## src/rtl/reg_file_pkg.sv

```systemverilog
// Shared types and helpers for the 8 x 32-bit register bank and its write path.
package reg_file_pkg;

   localparam int DATA_WIDTH = 32;
   localparam int NUM_REGS   = 8;
   localparam int ADDR_WIDTH = 3;

   // One queued write request: target register and the word to store there.
   typedef struct packed {
      logic [ADDR_WIDTH-1:0] addr;
      logic [DATA_WIDTH-1:0] data;
   } wr_req_t;

   // Address to one-hot register select. An address beyond NUM_REGS-1 decodes
   // to all zeros, so such a write reaches no register.
   function automatic logic [NUM_REGS-1:0] onehot(input logic [ADDR_WIDTH-1:0] addr);
      logic [NUM_REGS-1:0] oh;
      oh = '0;
      for (int i = 0; i < NUM_REGS; i++) begin
         if (int'(addr) == i) oh[i] = 1'b1;
      end
      return oh;
   endfunction

endpackage

```

## src/rtl/sync_fifo.sv

```systemverilog
// Small in-order FIFO with synchronous flush. The whole storage array and a
// per-slot valid vector are exported so a consumer can scan what is queued.
module sync_fifo #(
   parameter int WIDTH = 8,
   parameter int DEPTH = 4,
   localparam int PW   = $clog2(DEPTH),
   localparam int CW   = $clog2(DEPTH+1)
) (
   input  logic                         clk,
   input  logic                         reset_n,
   input  logic                         push_i,
   input  logic                         pop_i,
   input  logic                         flush_i,
   input  logic [WIDTH-1:0]             wdata_i,
   output logic [WIDTH-1:0]             rdata_o,
   output logic [CW-1:0]                count_o,
   output logic                         full_o,
   output logic                         empty_o,
   output logic [DEPTH-1:0][WIDTH-1:0] entries_o,
   output logic [DEPTH-1:0]             valid_o
);

   logic [DEPTH-1:0][WIDTH-1:0] mem_q;
   logic [PW-1:0]               wr_ptr_q, wr_ptr_d;
   logic [PW-1:0]               rd_ptr_q, rd_ptr_d;
   logic [CW-1:0]               count_q, count_d;
   logic                        do_push, do_pop;

   assign full_o    = (count_q == CW'(DEPTH));
   assign empty_o   = (count_q == '0);
   assign count_o   = count_q;
   assign rdata_o   = mem_q[rd_ptr_q];
   assign entries_o = mem_q;

   // Flush wins over both directions; push/pop are also self-guarded.
   assign do_push = push_i && !full_o  && !flush_i;
   assign do_pop  = pop_i  && !empty_o && !flush_i;

   // Next pointer/count state. DEPTH is a power of two, so pointer
   // increments wrap modulo DEPTH on their own.
   always_comb begin
      wr_ptr_d = wr_ptr_q;
      rd_ptr_d = rd_ptr_q;
      count_d  = count_q;
      if (flush_i) begin
         wr_ptr_d = '0;
         rd_ptr_d = '0;
         count_d  = '0;
      end else begin
         if (do_push) wr_ptr_d = wr_ptr_q + PW'(1);
         if (do_pop)  rd_ptr_d = rd_ptr_q + PW'(1);
         case ({do_push, do_pop})
            2'b10:   count_d = count_q + CW'(1);
            2'b01:   count_d = count_q - CW'(1);
            default: count_d = count_q;
         endcase
      end
   end

   // Pointer and occupancy registers.
   always_ff @(posedge clk or negedge reset_n) begin
      if (!reset_n) begin
         wr_ptr_q <= '0;
         rd_ptr_q <= '0;
         count_q  <= '0;
      end else begin
         wr_ptr_q <= wr_ptr_d;
         rd_ptr_q <= rd_ptr_d;
         count_q  <= count_d;
      end
   end

   // Storage needs no reset: a slot is only observed while valid.
   always_ff @(posedge clk) begin
      if (do_push) mem_q[wr_ptr_q] <= wdata_i;
   end

   // A slot is live when its distance past the read pointer is below count.
   always_comb begin
      logic [PW-1:0] off;
      off     = '0;
      valid_o = '0;
      for (int i = 0; i < DEPTH; i++) begin
         off        = PW'(i) - rd_ptr_q;
         valid_o[i] = (CW'(off) < count_q);
      end
   end

endmodule

```

## src/rtl/reg_file_write_queue.sv

```systemverilog
// Write-side front end of the register bank: buffers requests in a FIFO,
// drains one per cycle into a registered one-hot enable plus data word, and
// reports which registers still have uncommitted writes.
module reg_file_write_queue
   import reg_file_pkg::*;
#(
   parameter int DATA_WIDTH = reg_file_pkg::DATA_WIDTH,
   parameter int NUM_REGS   = reg_file_pkg::NUM_REGS,
   parameter int ADDR_WIDTH = reg_file_pkg::ADDR_WIDTH,
   parameter int DEPTH      = 4
) (
   input  logic                         clk,
   input  logic                         reset_n,
   input  logic                         wr_valid,
   output logic                         wr_ready,
   input  logic [ADDR_WIDTH-1:0]        wr_addr,
   input  logic [DATA_WIDTH-1:0]        wr_data,
   input  logic                         drain_hold,
   input  logic                         flush,
   output logic [NUM_REGS-1:0]          en,
   output logic [DATA_WIDTH-1:0]        d_in,
   output logic [NUM_REGS-1:0]          pending,
   output logic [$clog2(DEPTH+1)-1:0]   count,
   output logic                         empty,
   output logic                         full
);

   localparam int REQW = $bits(wr_req_t);

   wr_req_t                     req_in;
   wr_req_t                     head;
   logic [REQW-1:0]             head_raw;
   logic [DEPTH-1:0][REQW-1:0] fifo_entries;
   logic [DEPTH-1:0]            fifo_valid;
   logic                        push_w, pop_w;
   logic [NUM_REGS-1:0]         en_q, en_d;
   logic [DATA_WIDTH-1:0]       d_in_q, d_in_d;
   logic [NUM_REGS-1:0]         queued_mask;

   // Ready looks only at pre-edge full, so a full queue refuses a push even
   // on a cycle where it also pops.
   assign wr_ready = !full && !flush && reset_n;
   assign push_w   = wr_valid && wr_ready;
   assign pop_w    = !empty && !drain_hold && !flush;

   assign req_in.addr = wr_addr;
   assign req_in.data = wr_data;
   assign head        = wr_req_t'(head_raw);

   sync_fifo #(
      .WIDTH (REQW),
      .DEPTH (DEPTH)
   ) u_fifo (
      .clk       (clk),
      .reset_n   (reset_n),
      .push_i    (push_w),
      .pop_i     (pop_w),
      .flush_i   (flush),
      .wdata_i   (req_in),
      .rdata_o   (head_raw),
      .count_o   (count),
      .full_o    (full),
      .empty_o   (empty),
      .entries_o (fifo_entries),
      .valid_o   (fifo_valid)
   );

   // Popped head becomes the next bank write; idle cycles drop en but keep d_in.
   always_comb begin
      en_d   = '0;
      d_in_d = d_in_q;
      if (pop_w) begin
         en_d   = onehot(head.addr);
         d_in_d = head.data;
      end
   end

   // Bank-facing output register; no same-cycle bypass from the request port.
   always_ff @(posedge clk or negedge reset_n) begin
      if (!reset_n) begin
         en_q   <= '0;
         d_in_q <= '0;
      end else begin
         en_q   <= en_d;
         d_in_q <= d_in_d;
      end
   end

   assign en   = en_q;
   assign d_in = d_in_q;

   // Registers targeted by any live queue slot; the in-flight en is added
   // below so the bit holds until the bank has actually committed.
   always_comb begin
      wr_req_t e;
      e           = '0;
      queued_mask = '0;
      for (int i = 0; i < DEPTH; i++) begin
         e = wr_req_t'(fifo_entries[i]);
         if (fifo_valid[i]) queued_mask = queued_mask | onehot(e.addr);
      end
   end

   assign pending = queued_mask | en_q;

endmodule

```

## config.mk

```make
export PLATFORM = sky130hd
export DESIGN_NAME = reg_file_write_queue
export DESIGN_NICKNAME = d
export VERILOG_FILES = /design/src/rtl/reg_file_pkg.sv /design/src/rtl/sync_fifo.sv /design/src/rtl/reg_file_write_queue.sv
export SDC_FILE = /design/constraint.sdc
export NUM_CORES = 1
export LEC_CHECK = 0
export CAP_MARGIN = 30
export CORE_MARGIN = 2
export CORE_UTILIZATION = 45
export CTS_BUF_LIST = sky130_fd_sc_hd__clkbuf_8
export CTS_CLUSTER_DIAMETER = 120
export DETAILED_ROUTE_END_ITERATION = 8
export MAX_ROUTING_LAYER = met4
export PLACE_DENSITY = 0.63
export SKIP_CTS_REPAIR_TIMING = 1
export SLEW_MARGIN = 40
export SYNTH_ARGS = -nofsm -noshare
export SYNTH_HDL_FRONTEND = slang
export SYNTH_SLANG_ARGS = --single-unit
```

## constraint.sdc

```tcl
create_clock -name clk -period 5.9 [get_ports clk]
set_input_delay 1.18 -clock clk [delete_from_list [all_inputs] [get_ports clk]]
set_output_delay 1.18 -clock clk [all_outputs]
set_load 0.01 [all_outputs]
```

After elaboration in Yosys (flattened, before gate mapping)
Index checks and enable logic that the tools add are counted.

Bitwise operators: 4. Reduce and logical (&&, ||, !) cells: 23. Muxes and demuxes: 80. Magnitude comparators: 7. Equal/unequal tests: 38. $add $sub $neg: 8.

Operators with widths (count): $bwmux W140 (1); $bmux W35 S2 (1); $demux W35 S2 (1); $mux W35 (2); $mux W1 (64); $eq A3 B3 Y1 const B (21); $mux W8 (5); $or A8 B8 Y8 (4); $eq A3 B2 Y1 const B (10); $logic_not A3 Y1 (6); $eq A3 B1 Y1 const B (5); $lt A2 B3 Y1 (4); $logic_and A1 B1 Y1 (10); $mux W2 (4); $lt A2 B3 Y1 const B (2); $pmux W3 S2 (1); $add A2 B1 Y2 const B (2); $logic_not A1 Y1 (4); $reduce_bool A2 Y1 (2); $sub A1 B2 Y2 const A (2); $sub A2 B2 Y2 const A (2); $add A3 B1 Y3 const B (1); $mux W3 (1); $reduce_bool A3 Y1 (1); other kinds (4) (4).

Register bits: 187. Bits of input ports: 40. Logic and storage cells: 169.

Logic depth before layout (Yosys ltp)
Gate-level depths: netlist of run 1.

Word-level depth: 10. Mapped depth: 10. Depth with buffers taken out: 8.

Cells and area by module
A second synthesis of run 1 with hierarchy kept.

Cells, all modules: 473. Area total of the unflattened synthesis: 7623.6 um2.

Modules (own cells, without submodules): sync_fifo (area an instance 5760.5 um2, cells each 268, times used 1, seq. area each 4379.2 um2); reg_file_write_queue (area an instance 1863.0 um2, cells each 205, times used 1, seq. area each 1001.0 um2).

Worst setup path before layout of run 1
No wires, ideal clock.

Path type: register to output. Start point: register u_fifo.rd_ptr_q[1]. End point: output port pending[5]. Slack: 2.524 ns. Arrival time: 2.196 ns. Required time: 4.720 ns. Cell stages (with the launch flop): 10. Cells stage by stage: dfrtp_1 buf_2 buf_2 xnor2_1 inv_1 ha_1 nand2b_2 o211ai_2 o22ai_1 or4_1.

Cells in the longest elaborated chain, start to end: 10. Elaborated cells between the ends (all ways): 16.

RTL lines: start, declared (RTL line sync_fifo.sv:25) `logic [PW-1:0] rd_ptr_q, rd_ptr_d;`; start signal, assigned (RTL line sync_fifo.sv:68) `rd_ptr_q <= rd_ptr_d;`; $sub A1 B2 Y2 (RTL line sync_fifo.sv:84) `off = PW'(i) - rd_ptr_q;`; $lt A2 B3 Y1 (RTL line sync_fifo.sv:85) `valid_o[i] = (CW'(off) < count_q);`; $mux W8 (RTL line reg_file_write_queue.sv:100) `if (fifo_valid[i]) queued_mask = queued_mask | onehot(e.addr);`; $or A8 B8 Y8 (RTL line reg_file_write_queue.sv:100); $mux W8 (RTL line reg_file_write_queue.sv:100); $or A8 B8 Y8 (RTL line reg_file_write_queue.sv:100); $mux W8 (RTL line reg_file_write_queue.sv:100); $or A8 B8 Y8 (RTL line reg_file_write_queue.sv:100); $mux W8 (*) (RTL line reg_file_write_queue.sv:100); $or A8 B8 Y8 (*) (RTL line reg_file_write_queue.sv:104) `assign pending = queued_mask | en_q;`; end, declared (RTL line reg_file_write_queue.sv:22) `output logic [NUM_REGS-1:0] pending,`.

Mark *: on every way between the ends. The rest lies on a longest branch, timed or not.

Worst setup path in the final report of run 1
Ends and elaborated chain as after synthesis.

==> results of run 1 <==
==> power by group <==
| part | switching, mW | internal, mW |
|---|---|---|
| clock | 0.465 | 0.352 |
| sequential | 0.0944 | 1.56 |
| combinational | 0.502 | 0.653 |
==> kinds of logic (layout without fill, tap and decap cells) <==
| group | count (synthesis) | count (layout) | synth area share |
|---|---|---|---|
| xor gates and xnor gates | 6 | 6 | 0.00692 |
| buffers and inverters | 26 | 140 | 0.0185 |
| adders and majority gates | 9 | 9 | 0.0158 |
| AOI/OAI and AO/OA | 27 | 27 | 0.0274 |
| and+or+nand+nor | 84 | 84 | 0.0690 |
| muxes | 69 | 69 | 0.154 |
| DFF | 187 | 187 | 0.709 |
==> routing by layer <==
metal	track usage	vias up
li1	-	1821
met1	0.226	2010
met2	0.294	110
met3	0.0363	26
met4	0.0691	0
met5	-	-
==> layout by cell type, fill, tap and decap left out, types with 3 or more instances in the layout <==
cell type,Yosys,routed
nor3b_1,4,4
clkinv_4,0,4
nand2b_1,7,7
nand3b_1,5,5
clkdlybuf4s50_1,0,92
nor2_1,20,20
nand3_1,3,3
mux2_2,32,32
nand2_1,13,13
nand2b_2,4,4
clkbuf_8,0,18
xnor2_1,5,5
and2_4,0,4
a31oi_1,5,5
buf_4,1,3
nand4_1,4,4
nor3_4,2,3
clkinvlp_4,0,6
inv_1,10,10
edfxtp_1,140,140
mux4_2,35,35
dfrtp_1,47,45
ha_1,8,8
==> worst max-delay path: cells and delay by family, from the launching register on <==
| family | cells | cell delay [ps] |
|---|---|---|
| flip-flops | 1 | 530 |
| AND/OR/NAND/NOR | 2 | 710 |
| adder cells (fa/ha/maj) | 1 | 330 |
| AO/OA/AOI/OAI | 2 | 310 |
| buffers and inverters | 3 | 1060 |
==> flip-flops by register name, summed over array words and instances, names as in the netlist <==
| name | count |
|---|---|
| u_fifo.entries_o | 140 |
| d_in | 32 |
| en | 8 |
| u_fifo.count_o | 3 |
| u_fifo.rd_ptr_q | 2 |
| u_fifo.wr_ptr_q | 2 |
==> cell type report <==
cell class / count / area share
repair buffers: 98 / 0.106
multi-input cells: 195 / 0.228
inverters: 10 / 0.00411
clock inverters: 14 / 0.0157
flip-flops and latches: 187 / 0.589
clock buffers: 18 / 0.0271
well taps: 220 / 0.0301
==> final timing paths <==
path                                                startpoint                            end  slack, ps
worst max-delay path            u_fifo.rd_ptr_q[1]$_DFFE_PN0P_                     pending[5]       1310
worst min-delay path                      d_in[23]$_DFFE_PN0P_           d_in[23]$_DFFE_PN0P_        510
worst max register to register   u_fifo.count_o[0]$_DFFE_PN0P_  u_fifo.count_o[2]$_DFFE_PN0P_       3440
worst min register to register            d_in[23]$_DFFE_PN0P_           d_in[23]$_DFFE_PN0P_        510
max in group asynchronous                              reset_n            d_in[9]$_DFFE_PN0P_       4370
min in group asynchronous                              reset_n  u_fifo.count_o[2]$_DFFE_PN0P_        710
==> cells in the mapped netlist, types with 3 or more instances <==
library cell	count	area [um^2]
a31oi_1	5	31.3
and2_2	3	22.5
buf_2	7	35.0
buf_6	4	45.0
dfrtp_1	47	1180
edfxtp_1	140	4200
ha_1	8	100
inv_1	10	37.5
mux2_2	32	360
mux4_2	35	788
nand2_1	13	48.8
nand2b_1	7	43.8
nand2b_2	4	35.0
nand3_1	3	15.0
nand3b_1	5	37.5
nand4_1	4	25.0
nor2_1	20	75.1
nor3b_1	4	30.0
xnor2_1	5	43.8
==> flow_summary.ini, run 1 <==
[route]
wl_per_cell_um = 20.0
route.met3.wl_um = 685
drc_errors = 0
routed_via_density = 5.35
dr.first_iter.drc_count = 236
top_layer_used = met4
vias = 3967
dr_wl_met2_um = 7390
antenna_left = 0
wirelength_um = 14800
drtPass1Iterations = 4
met1Wirelength_um = 6430

[sta]
setup_viol = 0
timing.final.hold_violations = 0
slew_headroom = 0.594
fmax_ghz = 0.218
worst_pin_slew_ps = 609
setup_ws_ps = 1310
holdWs_ps = 513
period_share = 0.778
maxSlewViolCount = 0
fin_tns_setup_ps = 0
finClkSkew_ps = 17.5
fin_crit_ps = 4590
rsz0062_at_grt = false

[hold_path]
hold_path_class = reg2reg
holdPathStages = 1

[cts]
cts.sinks = 187
clkLatencyLatePin_ps = 460
cts_tree = yes
htree_num_levels = 4
cts_root_buf = clkbuf_8
cts_buffers = 17
cts_buffer_depth = 2
path_clk_slew_ps = 100

[global_route]
antenna_found_initial = 0
grt_usage = 0.181
grt_pass1_vias = 4256
overflow = 0
grt_pass1_wl_um = 23400
grt_max_degree = 42

[die]
row_count = 47
start_util = 0.460
die_h_um = 134
core_mm2 = 0.0165
die_w_um = 134
dieArea_mm2 = 0.0179
io_pins = 94

[synth]
netlist_area_mm2 = 0.00759
synth-async-reset-ratio = 0.251
yosys_register_bits = 187
ys_seq_area_frac = 0.709
ys_types = 58
syn_avg_cell_area_um2 = 18.6
synth_ff_type = edfxtp_1
synth-edff-count = 140
yosys_warnings = 0
syn_nets = 457
synthCells = 408

[finish]
diodes = 0
nNetsFinal = 558
syn_to_final_growth_pct = 20.4
stdcell_count = 742
drive_gt1_frac = 0.239
final_core_util = 0.553
multi_input_area_mm2 = 0.00209
nFillCells = 1298
design_area_mm2 = 0.00914
regArea_mm2 = 0.00538

[place]
pre_cts_slack_ps = 1790
hpwl_um = 9570
io_buffers = 93
place_congestion = 0.853
dp_cells = 710
place_area_mm2 = 0.00874

[critical_path]
cp.arrival_ps = 3410
cpMaxStageDelayCell = dfrtp_2
crit_chain = buf_4, inv_1, ha_1, a21boi_1, o21ai_1, and4b_1, or4_1, clkdlybuf4s50_1
critPathKind = reg2out
required_ps = 4720
cp_max_fo = 30
end_kind = output port
cpPeakStageDelay_ps = 530
reg2reg_depth = 8
worstSetupStartpointType = flip-flop

[power]
power_mw = 3.63
ir_drop_v = 0.000197
cellPowerDensity_mw_per_mm2 = 397
p_leak_nw = 3.09

[flow_run]
cap_viol_max_count = 0

[status]
status = finished, final reports clean
Note: power is estimated with default switching activity, not from simulation.
==> run 2, diff against run 1 <==
Settings changed: PLACE_DENSITY 0.63 to 0.65.
Clock period 5.9 ns to 4.1 ns, I/O delays scaled along.
==> run 2 against run 1 <==
Effect of this change:
- flip-flop and latch count unchanged
- setup slack worse by 1000 ps
- first-iteration DRC count down 3.0%
- count of clock-buffer cells in the layout unchanged
- global-route usage up 0.39 points
- critical endpoint unchanged
- critical path type unchanged
- non-clock buffer count up 7
- critical path depth down 1
- clock skew up 2.5 ps
- largest cell class unchanged
- wire length up 0.47%
- total power up 45%
- cell count up 1.1%
- die area unchanged
==> flow_summary.ini, run 2 (synthesized netlist as in run 1, its figures left out) <==
[global_route]
antenna_found_initial = 2
grt_pass1_vias = 4142
overflow = 0
grt_pass1_wl_um = 23800
use_met2 = 0.305
use_met3 = 0.0378
grt_max_degree = 46
top_usage_layer = met2
grt_usage = 0.185
met1_usage = 0.229

[sta]
rsz0062_at_grt = false
setup_viol = 0
worst_pin_slew_ps = 683
timing.final.hold_violations = 0
maxSlewViolCount = 0
fmax_ghz = 0.262
fin_tns_setup_ps = 0
period_share = 0.929
setup_ws_ps = 290
fin_crit_ps = 3810
slew_headroom = 0.542
finClkSkew_ps = 20.0

[die]
core_mm2 = 0.0165
die_h_um = 134
io_pins = 94
die_w_um = 134
row_count = 47
dieArea_mm2 = 0.0179
start_util = 0.460

[cts]
cts_root_buf = clkbuf_8
htree_num_levels = 4
cts.sinks = 187
cts_buffers = 17
clkLatencyLatePin_ps = 450
cts_tree = yes
path_clk_slew_ps = 90
cts_buffer_depth = 2

[route]
routed_via_density = 5.36
drtPass1Iterations = 4
wirelength_um = 14900
wl_per_cell_um = 19.8
antenna_left = 0
vias = 4019
dr.first_iter.drc_count = 229
drc_errors = 0

[power]
p_leak_nw = 3.16
power_mw = 5.25
cellPowerDensity_mw_per_mm2 = 571
ir_drop_v = 0.000356

[finish]
drive_gt1_frac = 0.242
layout_commonest_cell = edfxtp_1
nNetsFinal = 565
syn_to_final_growth_pct = 21.0
stdcell_count = 750
multi_input_area_mm2 = 0.00207
largest_register_ffs = 140
layout_common_cells = edfxtp_1 (140), clkdlybuf4s50_1 (92), dfrtp_1 (45), mux4_2 (35), mux2_2 (32)
design_area_mm2 = 0.00919
regArea_mm2 = 0.00538
nFillCells = 1319

[hold_path]
hold_path_class = in2async

[critical_path]
required_ps = 3280
crit_chain = inv_1, ha_1, a21boi_1, o21ai_1, and4b_1, or4_1, clkdlybuf4s50_1
worstSetupStartpointType = flip-flop
cpMaxStageDelayCell = dfrtp_1
cp.arrival_ps = 2990
critPathKind = reg2out
end_kind = output port
reg2reg_depth = 4
cp_max_fo = 6
cpPeakStageDelay_ps = 540
reg2reg_slack_ps = 1490

[place]
hpwl_um = 10100
pre_cts_slack_ps = 642
place_area_mm2 = 0.00879
io_buffers = 93
dp_cells = 717
place_congestion = 0.881

[flow_run]
cap_viol_max_count = 0

[status]
status = finished, final reports clean
run 2: changes by cell type in the layout (fill, tap and decap cells not counted), moves of 3 or more:
cell        delta
buf_4          +9
clkinvlp_4     -5
and2_2         +4
and2_4         -4
clkinv_2       +3
inv_1          +3
run 2: area by class of cell:
type                       instances  area share
multi-input combinational        195       0.226
inverter                          10     0.00408
tap                              220      0.0300
sequential                       187       0.586
timing repair buffer             105       0.111
clock buffer                      18      0.0270
antenna                            1    0.000272
clock inverter                    14      0.0167
run 2: metrics by stage:
stage / hold slack [ps] / util
floorplan: 524 / -
finish: 152 / 0.556
global placement: 490 / 0.532
detailed placement: 496 / 0.532
global route: 120 / 0.556
CTS: 118 / 0.556
run 2: path summary, 6_finish.rpt:
path	from	end
worst max-delay path	u_fifo.count_o[1]$_DFFE_PN0P_	pending[5]
worst max register to register	u_fifo.count_o[0]$_DFFE_PN0P_	u_fifo.entries_o[97]$_DFFE_PP_
worst min register to register	d_in[22]$_DFFE_PN0P_	d_in[22]$_DFFE_PN0P_
min in group clk	d_in[22]$_DFFE_PN0P_	d_in[22]$_DFFE_PN0P_
max in group asynchronous	reset_n	u_fifo.rd_ptr_q[1]$_DFFE_PN0P_
worst min-delay path	reset_n	u_fifo.count_o[2]$_DFFE_PN0P_
run 2: worst max-delay path, delay by kind of cell, from the launching register on:
kind	cells	cell delay [ps]
DFF	1	540
AOI/OAI and AO/OA	2	300
and+or+nand+nor	2	690
adders and majority gates	1	350
buffers and inverters	2	660
run 2: where the power goes:
group	switching, mW	internal, mW	total, mW
Combinational	0.715	0.939	1.65
Sequential	0.135	2.24	2.38
Clock	0.602	0.611	1.21
run 2: layer usage:
layer | part of all wire | vias up
met5 | 0 | -
met4 | 0.010 | 0
met3 | 0.046 | 12
met2 | 0.52 | 117
met1 | 0.42 | 2073
li1 | - | 1817
